--- src/rtl/udma_spim_defines.sv ---
// SPI master command opcodes, carried in bits [31:28] of every command word.
`ifndef UDMA_SPIM_DEFINES_SV
`define UDMA_SPIM_DEFINES_SV

`define SPI_CMD_CFG       4'b0000
`define SPI_CMD_SOT       4'b0001
`define SPI_CMD_SEND_CMD  4'b0010
`define SPI_CMD_SEND_ADDR 4'b0011
`define SPI_CMD_DUMMY     4'b0100
`define SPI_CMD_WAIT      4'b0101
`define SPI_CMD_TX_DATA   4'b0110
`define SPI_CMD_RX_DATA   4'b0111
`define SPI_CMD_RPT       4'b1000
`define SPI_CMD_EOT       4'b1001
`define SPI_CMD_RPT_END   4'b1010
`define SPI_CMD_RX_CHECK  4'b1011
`define SPI_CMD_FULL_DUPL 4'b1100
`define SPI_CMD_SETUP_UCA 4'b1101
`define SPI_CMD_SETUP_UCS 4'b1110

`endif

--- src/rtl/udma_spim_pkg.sv ---
// Shared types and helpers for the SPI master command arbiter.
`include "udma_spim_defines.sv"

package udma_spim_pkg;

    localparam int CMD_W = 32;

    typedef enum logic {
        S_ARB_IDLE,
        S_ARB_LOCKED
    } arb_state_e;

    // Only the opcode field is inspected; the payload passes through untouched.
    function automatic logic isEot(input logic [CMD_W-1:0] cmd);
        return cmd[31:28] == `SPI_CMD_EOT;
    endfunction

endpackage

--- src/rtl/udma_spim_cmd_arb_if.sv ---
// Command-stream bundle: N_SRC requesting streams in, one SPI command stream out.
interface udma_spim_cmd_arb_if
    import udma_spim_pkg::*;
#(
    parameter int N_SRC = 2
);

    logic [N_SRC-1:0][CMD_W-1:0] srcCmd;
    logic [N_SRC-1:0]            srcValid;
    logic [N_SRC-1:0]            srcReady;
    logic [CMD_W-1:0]            cmd;
    logic                        cmdValid;
    logic                        cmdReady;

    modport master (
        output srcCmd, srcValid,
        input  srcReady,
        input  cmd, cmdValid,
        output cmdReady
    );

    modport slave (
        input  srcCmd, srcValid,
        output srcReady,
        output cmd, cmdValid,
        input  cmdReady
    );

endinterface

--- src/rtl/udma_spim_cmd_arb_rr_pick.sv ---
// Combinational round-robin picker: first requester at or after ptr_i, wrapping.
module udma_spim_rr_pick
    import udma_spim_pkg::*;
#(
    parameter int N_SRC = 2,
    parameter int PTR_W = 1
) (
    input  logic [N_SRC-1:0] req_i,
    input  logic [PTR_W-1:0] ptr_i,
    output logic [N_SRC-1:0] gnt_o,
    output logic             valid_o
);

    localparam logic [PTR_W:0] NSRC_V = (PTR_W+1)'(N_SRC);

    logic [PTR_W:0]   sum;
    logic [PTR_W-1:0] idx;

    always_comb begin
        gnt_o   = '0;
        valid_o = 1'b0;
        sum     = '0;
        idx     = '0;
        for (int i = 0; i < N_SRC; i++) begin
            sum = {1'b0, ptr_i} + (PTR_W+1)'(i);
            if (sum >= NSRC_V) begin
                sum = sum - NSRC_V;
            end
            idx = sum[PTR_W-1:0];
            if (!valid_o && req_i[idx]) begin
                gnt_o[idx] = 1'b1;
                valid_o    = 1'b1;
            end
        end
    end

endmodule

--- src/rtl/udma_spim_cmd_arb.sv ---
// Shares the SPI master command channel between N_SRC streams with atomic,
// round-robin transactions terminated by an EOT word or an idle timeout.
module udma_spim_cmd_arb
    import udma_spim_pkg::*;
#(
    parameter int N_SRC     = 2,
    parameter int TIMEOUT_W = 16
) (
    input  logic                 clk_i,
    input  logic                 rstn_i,
    udma_spim_cmd_arb_if.slave   arb_if,
    input  logic                 cfg_en_i,
    input  logic [TIMEOUT_W-1:0] cfg_timeout_i,
    output logic [N_SRC-1:0]     grant_o,
    output logic                 busy_o,
    output logic                 timeout_evt_o
);

    localparam int PTR_W = (N_SRC > 1) ? $clog2(N_SRC) : 1;

    arb_state_e           state_q;
    logic [N_SRC-1:0]     grant_q;
    logic [PTR_W-1:0]     gidx_q;
    logic [PTR_W-1:0]     ptr_q;
    logic [CMD_W-1:0]     cmd_q;
    logic                 cmdValid_q;
    logic [TIMEOUT_W-1:0] tmoCnt_q;
    logic                 tmoEvt_q;

    logic [N_SRC-1:0] pickGnt;
    logic             pickValid;
    logic [PTR_W-1:0] pickIdx;
    logic [PTR_W-1:0] nextPtr_d;
    logic [CMD_W-1:0] srcWord;
    logic             srcValidG;
    logic             locked;
    logic             outFree;
    logic             accept;
    logic             eotAccept;
    logic             tmoHit;

    udma_spim_rr_pick #(
        .N_SRC (N_SRC),
        .PTR_W (PTR_W)
    ) u_pick (
        .req_i   (arb_if.srcValid),
        .ptr_i   (ptr_q),
        .gnt_o   (pickGnt),
        .valid_o (pickValid)
    );

    always_comb begin
        pickIdx = '0;
        for (int i = 0; i < N_SRC; i++) begin
            if (pickGnt[i]) begin
                pickIdx = PTR_W'(i);
            end
        end
    end

    assign locked    = (state_q == S_ARB_LOCKED);
    assign srcWord   = arb_if.srcCmd[gidx_q];
    assign srcValidG = arb_if.srcValid[gidx_q];
    // The output register can take a new word whenever it is empty or draining this cycle.
    assign outFree   = ~cmdValid_q | arb_if.cmdReady;
    assign accept    = locked & srcValidG & outFree;
    assign eotAccept = accept & isEot(srcWord);
    assign tmoHit    = locked & (cfg_timeout_i != '0) & (tmoCnt_q >= cfg_timeout_i);
    assign nextPtr_d = (gidx_q == PTR_W'(N_SRC - 1)) ? '0 : gidx_q + 1'b1;

    assign arb_if.srcReady = (locked & outFree) ? grant_q : '0;
    assign arb_if.cmd      = cmd_q;
    assign arb_if.cmdValid = cmdValid_q;
    assign grant_o         = grant_q;
    assign busy_o          = locked | cmdValid_q;
    assign timeout_evt_o   = tmoEvt_q;

    always_ff @(posedge clk_i) begin
        if (!rstn_i) begin
            state_q    <= S_ARB_IDLE;
            grant_q    <= '0;
            gidx_q     <= '0;
            ptr_q      <= '0;
            cmd_q      <= '0;
            cmdValid_q <= 1'b0;
            tmoCnt_q   <= '0;
            tmoEvt_q   <= 1'b0;
        end else begin
            tmoEvt_q <= 1'b0;

            if (accept) begin
                cmd_q      <= srcWord;
                cmdValid_q <= 1'b1;
            end else if (arb_if.cmdReady) begin
                cmdValid_q <= 1'b0;
            end

            case (state_q)
                S_ARB_IDLE: begin
                    if (cfg_en_i && pickValid) begin
                        state_q  <= S_ARB_LOCKED;
                        grant_q  <= pickGnt;
                        gidx_q   <= pickIdx;
                        tmoCnt_q <= '0;
                    end
                end
                S_ARB_LOCKED: begin
                    // An EOT accepted on the timeout cycle ends the transaction cleanly.
                    if (eotAccept) begin
                        state_q  <= S_ARB_IDLE;
                        grant_q  <= '0;
                        ptr_q    <= nextPtr_d;
                        tmoCnt_q <= '0;
                    end else if (tmoHit) begin
                        state_q  <= S_ARB_IDLE;
                        grant_q  <= '0;
                        ptr_q    <= nextPtr_d;
                        tmoCnt_q <= '0;
                        tmoEvt_q <= 1'b1;
                    end else if (accept) begin
                        tmoCnt_q <= '0;
                    end else if (!srcValidG && (tmoCnt_q != '1)) begin
                        tmoCnt_q <= tmoCnt_q + 1'b1;
                    end
                end
                default: begin
                    state_q <= S_ARB_IDLE;
                    grant_q <= '0;
                end
            endcase
        end
    end

    grantOneHot: assert property (@(posedge clk_i) disable iff (!rstn_i) $onehot0(grant_q));

endmodule
--- src/flat_wrapper.sv ---
// flat-port wrapper written by rule: the top's interface ports become plain ports
module udma_spim_cmd_arb_flat import udma_spim_pkg::*;
#(
    parameter int N_SRC     = 2,
    parameter int TIMEOUT_W = 16
)
  (clk_i, rstn_i, cfg_en_i, cfg_timeout_i, grant_o, busy_o, timeout_evt_o, arb_if_srcCmd, arb_if_srcValid, arb_if_srcReady, arb_if_cmd, arb_if_cmdValid, arb_if_cmdReady);
  udma_spim_cmd_arb_if #(.N_SRC(N_SRC)) arb_if_i ();
  input  logic clk_i;
  input  logic rstn_i;
  input  logic cfg_en_i;
  input  logic [TIMEOUT_W-1:0] cfg_timeout_i;
  output logic [N_SRC-1:0] grant_o;
  output logic busy_o;
  output logic timeout_evt_o;
  input wire logic [$bits(arb_if_i.srcCmd)-1:0] arb_if_srcCmd;
  input wire logic [$bits(arb_if_i.srcValid)-1:0] arb_if_srcValid;
  output wire logic [$bits(arb_if_i.srcReady)-1:0] arb_if_srcReady;
  output wire logic [$bits(arb_if_i.cmd)-1:0] arb_if_cmd;
  output wire logic [$bits(arb_if_i.cmdValid)-1:0] arb_if_cmdValid;
  input wire logic [$bits(arb_if_i.cmdReady)-1:0] arb_if_cmdReady;
  assign arb_if_i.srcCmd = arb_if_srcCmd;
  assign arb_if_i.srcValid = arb_if_srcValid;
  assign arb_if_srcReady = arb_if_i.srcReady;
  assign arb_if_cmd = arb_if_i.cmd;
  assign arb_if_cmdValid = arb_if_i.cmdValid;
  assign arb_if_i.cmdReady = arb_if_cmdReady;
  udma_spim_cmd_arb #(.N_SRC(N_SRC), .TIMEOUT_W(TIMEOUT_W)) u_core (.clk_i(clk_i), .rstn_i(rstn_i), .arb_if(arb_if_i), .cfg_en_i(cfg_en_i), .cfg_timeout_i(cfg_timeout_i), .grant_o(grant_o), .busy_o(busy_o), .timeout_evt_o(timeout_evt_o));
endmodule
--- config.mk ---
export PLATFORM = sky130hd
export DESIGN_NAME = udma_spim_cmd_arb_flat
export DESIGN_NICKNAME = d
export VERILOG_FILES = /design/src/rtl/udma_spim_pkg.sv /design/src/rtl/udma_spim_cmd_arb_if.sv /design/src/rtl/udma_spim_cmd_arb_rr_pick.sv /design/src/rtl/udma_spim_cmd_arb.sv /design/src/flat_wrapper.sv
export VERILOG_INCLUDE_DIRS = /design/src /design/src/rtl
export SDC_FILE = /design/constraint.sdc
export NUM_CORES = 1
export LEC_CHECK = 0
export ABC_CLOCK_PERIOD_IN_PS = 2000
export CORE_UTILIZATION = 40
export DETAILED_ROUTE_END_ITERATION = 8
export GPL_ROUTABILITY_DRIVEN = 0
export PLACE_DENSITY = 0.77
export SKIP_LAST_GASP = 1
export SLEW_MARGIN = 20
export SYNTH_ARGS = -nofsm -noshare
export SYNTH_HDL_FRONTEND = slang
export SYNTH_SLANG_ARGS = --single-unit
--- constraint.sdc ---
create_clock -name clk_i -period 2 [get_ports clk_i]
set_input_delay 0.2 -clock clk_i [delete_from_list [all_inputs] [get_ports clk_i]]
set_output_delay 0.2 -clock clk_i [all_outputs]
set_load 0.01 [all_outputs]
==> results_dict.tcl <==
set metrics [dict create \
    num_rows 32 \
    yosysTopAreaCell "dfxtp_1" \
    avgSynthCellArea_um2 8.78 \
    pre_cts_slack_ns -0.488 \
    rsz0062_at_grt "yes" \
    placed_cell_area_um2 4880 \
    initial_core_util_pct 41.4 \
    layout-drive-gt1-share_pct 20.9 \
    overflow 0 \
    syn_nets 467 \
    fmax_mhz 499 \
    seq_area_frac_synth_pct 34.4 \
    comb_power_share_pct 29.4 \
    synthArstFlopShare_pct 0 \
    clkPwrFrac_pct 25.0 \
    worst_slack_ns -0.00207 \
    worstMarginPinSlew_ns 0.535 \
    areaGrowthSynthToFinish_pct 63.2 \
    start_kind "flop" \
    yosysTopAreaCellShare_pct 34.4 \
    cts_sinks 55 \
    final-hold-violation-count 0 \
    grt_max_degree 65 \
    crit_required_ns 2.23 \
    crit_type "flop to flop" \
    fin_crit_ns 2.00 \
    n_fill_cell 605 \
    cp_max_fo 6 \
    setup_viol_count_final 1 \
    slew_violations 0 \
    maxCapViolations 0 \
    first_global_vias 3364 \
    synth_edf_count 0 \
    die_w_um 91.4 \
    wl_mm 9.61 \
    wl_per_cell_um 15.3 \
    ys.flop_type "dfxtp_1" \
    status "finished with violations" \
    ys_ff_latch 55 \
    fin_nets 628 \
    die_h_um 91.4 \
    syn_inst 364 \
    netlist_area_um2 3200 \
    sw_frac_of_total_pct 29.3 \
    fin_crit_sh_pct 100 \
    seqCellArea_um2 1110 \
    ys.warnings.count 0 \
    cts-htree-levels 2 \
    relSlewSlack_pct 64.3 \
    power_frac_seq_pct 45.6 \
    p_leak_nw 1.98 \
    power.switching_w 0.000775 \
    worstPathArrival_ns 2.23 \
    multi_input_area_um2 2140 \
    grt_first_pass_wirelength_mm 15.4 \
    violations "setup timing" \
    cts_tree "built" \
    end_kind "flop" \
    io_buffers 124 \
    cts_max_path_buffers 2 \
    postLayoutCellArea_um2 5220 \
    hold_path.class "flop to flop" \
    ctsHoldBuffers 0 \
    synth.area.top_cells "dfxtp_1 (34%), a211oi_1 (10%), mux2i_1 (10%), ha_1 (6.7%), nor2_1 (4.0%)" \
    die_area_um2 8350 \
    power.density_nw_per_um2 506 \
    ant_nets 0 \
    drtIter0Drc 179 \
    clk_latency_ns 0.31 \
    antenna_found_initial 0 \
    cts-root-buf "clkbuf_8" \
    fin_skew_ns 0.00673 \
    routed_via_density 5.45 \
    via_count 3422 \
    coreArea_um2 7730 \
    dpl.hpwl_mm 7.26 \
    ioPinCount 125 \
    internal_power_w 0.00187 \
    irDropWorstVdd_mv 0.266 \
    first_pass_iters 4 \
    clk_pin_slew_ns 0.11 \
    track_usage_pct 22.7 \
    cts_buffers 5 \
    synthDistinctLibCells 54 \
    diodes 0 \
    drc 0 \
]
## final timing paths
check	from	to	slack, ns	cells past startpoint
setup / recovery	u_core.tmoCnt_q[12]	u_core.tmoCnt_q[3]	-0.002	8
hold / removal	u_core.arb_if.cmd[28]	u_core.arb_if.cmd[28]	0.50	2
setup reg to reg	u_core.tmoCnt_q[12]	u_core.tmoCnt_q[3]	-0.002	8
hold reg to reg	u_core.arb_if.cmd[28]	u_core.arb_if.cmd[28]	0.50	2
## synth_stat cells (3+ instances only)
library cell / n
nor4_1: 9
a21oi_1: 10
dfxtp_1: 55
nor2_1: 34
ha_1: 17
a211oi_1: 44
buf_2: 6
clkbuf_1: 10
or3_1: 3
o22ai_1: 3
o21ai_0: 5
a31oi_1: 8
nand2b_1: 3
inv_1: 19
nand3b_1: 3
nand2_1: 30
nand4_1: 7
nor3_1: 10
and3_1: 3
a32oi_1: 3
buf_1: 3
nand3_1: 7
mux2i_1: 32
## worst max-delay path: stages (launching register included)
cell,delay (ns)
dfxtp_1,0.34
ha_1,0.28
nand4_1,0.18
buf_4,0.18
o21bai_1,0.09
a211oi_2,0.31
a21oi_2,0.15
buf_6,0.16
a211oi_2,0.22
## power groups by stage
stage                     sequential (W)  combinational (W)  clock, W
after floorplan                  0.00125           0.000305         0
after CTS                        0.00121           0.000758  0.000675
after global routing             0.00122           0.000845  0.000727
after global placement           0.00123           0.000736         0
after detailed placement         0.00123           0.000750         0
final                            0.00121           0.000777  0.000659
## cells in the final DEF (no fill, tap or decap), types with 4 or more instances in the layout
master	Yosys	layout
a211oi_1	44	35
a211oi_2	1	10
a21oi_1	10	9
a31oi_1	8	8
buf_4	0	46
clkbuf_8	0	5
clkdlybuf4s50_1	0	119
dfxtp_1	55	47
dfxtp_2	0	8
dlymetal6s2s_1	0	5
ha_1	17	12
ha_4	0	5
inv_1	19	16
mux2i_1	32	32
nand2_1	30	28
nand3_1	7	7
nand4_1	7	7
nor2_1	34	34
nor3_1	10	6
nor4_1	9	8
o21ai_0	5	4
## flip-flops by register name (all words and copies together), names as in the netlist
register	flops
u_core.tmoCnt_q	16
u_core.arb_if.cmdValid	1
u_core.locked	1
u_core.grant_o	2
u_core.arb_if.cmd	32
u_core.ptr_q	1
u_core.gidx_q	1
u_core.timeout_evt_o	1
## cell families (layout without fill, tap and decap cells)
| family | count (synthesis) | after routing | share of synthesized area, % |
|---|---|---|---|
| AND/OR/NAND/NOR | 128 | 128 | 21.9 |
| adder cells (fa/ha/maj) | 17 | 17 | 6.65 |
| flip-flops | 55 | 55 | 34.4 |
| AO/OA/AOI/OAI | 89 | 89 | 20.4 |
| buffers and inverters | 41 | 203 | 5.52 |
| multiplexers | 34 | 34 | 11.1 |
## what timing repair did
item / in CTS / in global routing
cloned: 0 / 1
pin swaps: 1 / 17
setup buffers: 0 / 1
hold endpoints to repair: 0 / 0
gates resized for setup: 10 / 40
setup endpoints to repair: 21 / 21
## routing by layer
layer	track usage [%]	vias to the layer above	part of all wire, %
met5	0	-	0
met4	7.54	0	2.4
met3	6.20	21	7.9
met2	40.1	132	51
met1	26.2	1579	39
li1	-	1690	-
## area by class of cell
cell class / instances / share of cell area [%]
multi-input cells: 268 / 40.9
repair buffers: 175 / 32.1
flip-flops and latches: 55 / 21.3
well taps: 102 / 2.45
inverters: 20 / 1.44
clock buffers: 5 / 1.32
clock inverters: 3 / 0.527
## through the flow
step	hold WS (ns)	TNS [ns]	total power, W	cells	util [%]
2_1_floorplan	0.408	-0.0220	0.00156	364	-
3_3_place_gp	0.486	-7.15	0.00196	618	63.1
3_5_place_dp	0.493	-9.43	0.00198	618	63.1
4_1_cts	0.508	-0.150	0.00264	626	64.9
5_1_grt	0.524	-0.881	0.00279	628	67.5
6_report	0.504	-0.00207	0.00264	628	67.5
(Power assumes the default switching activity.)
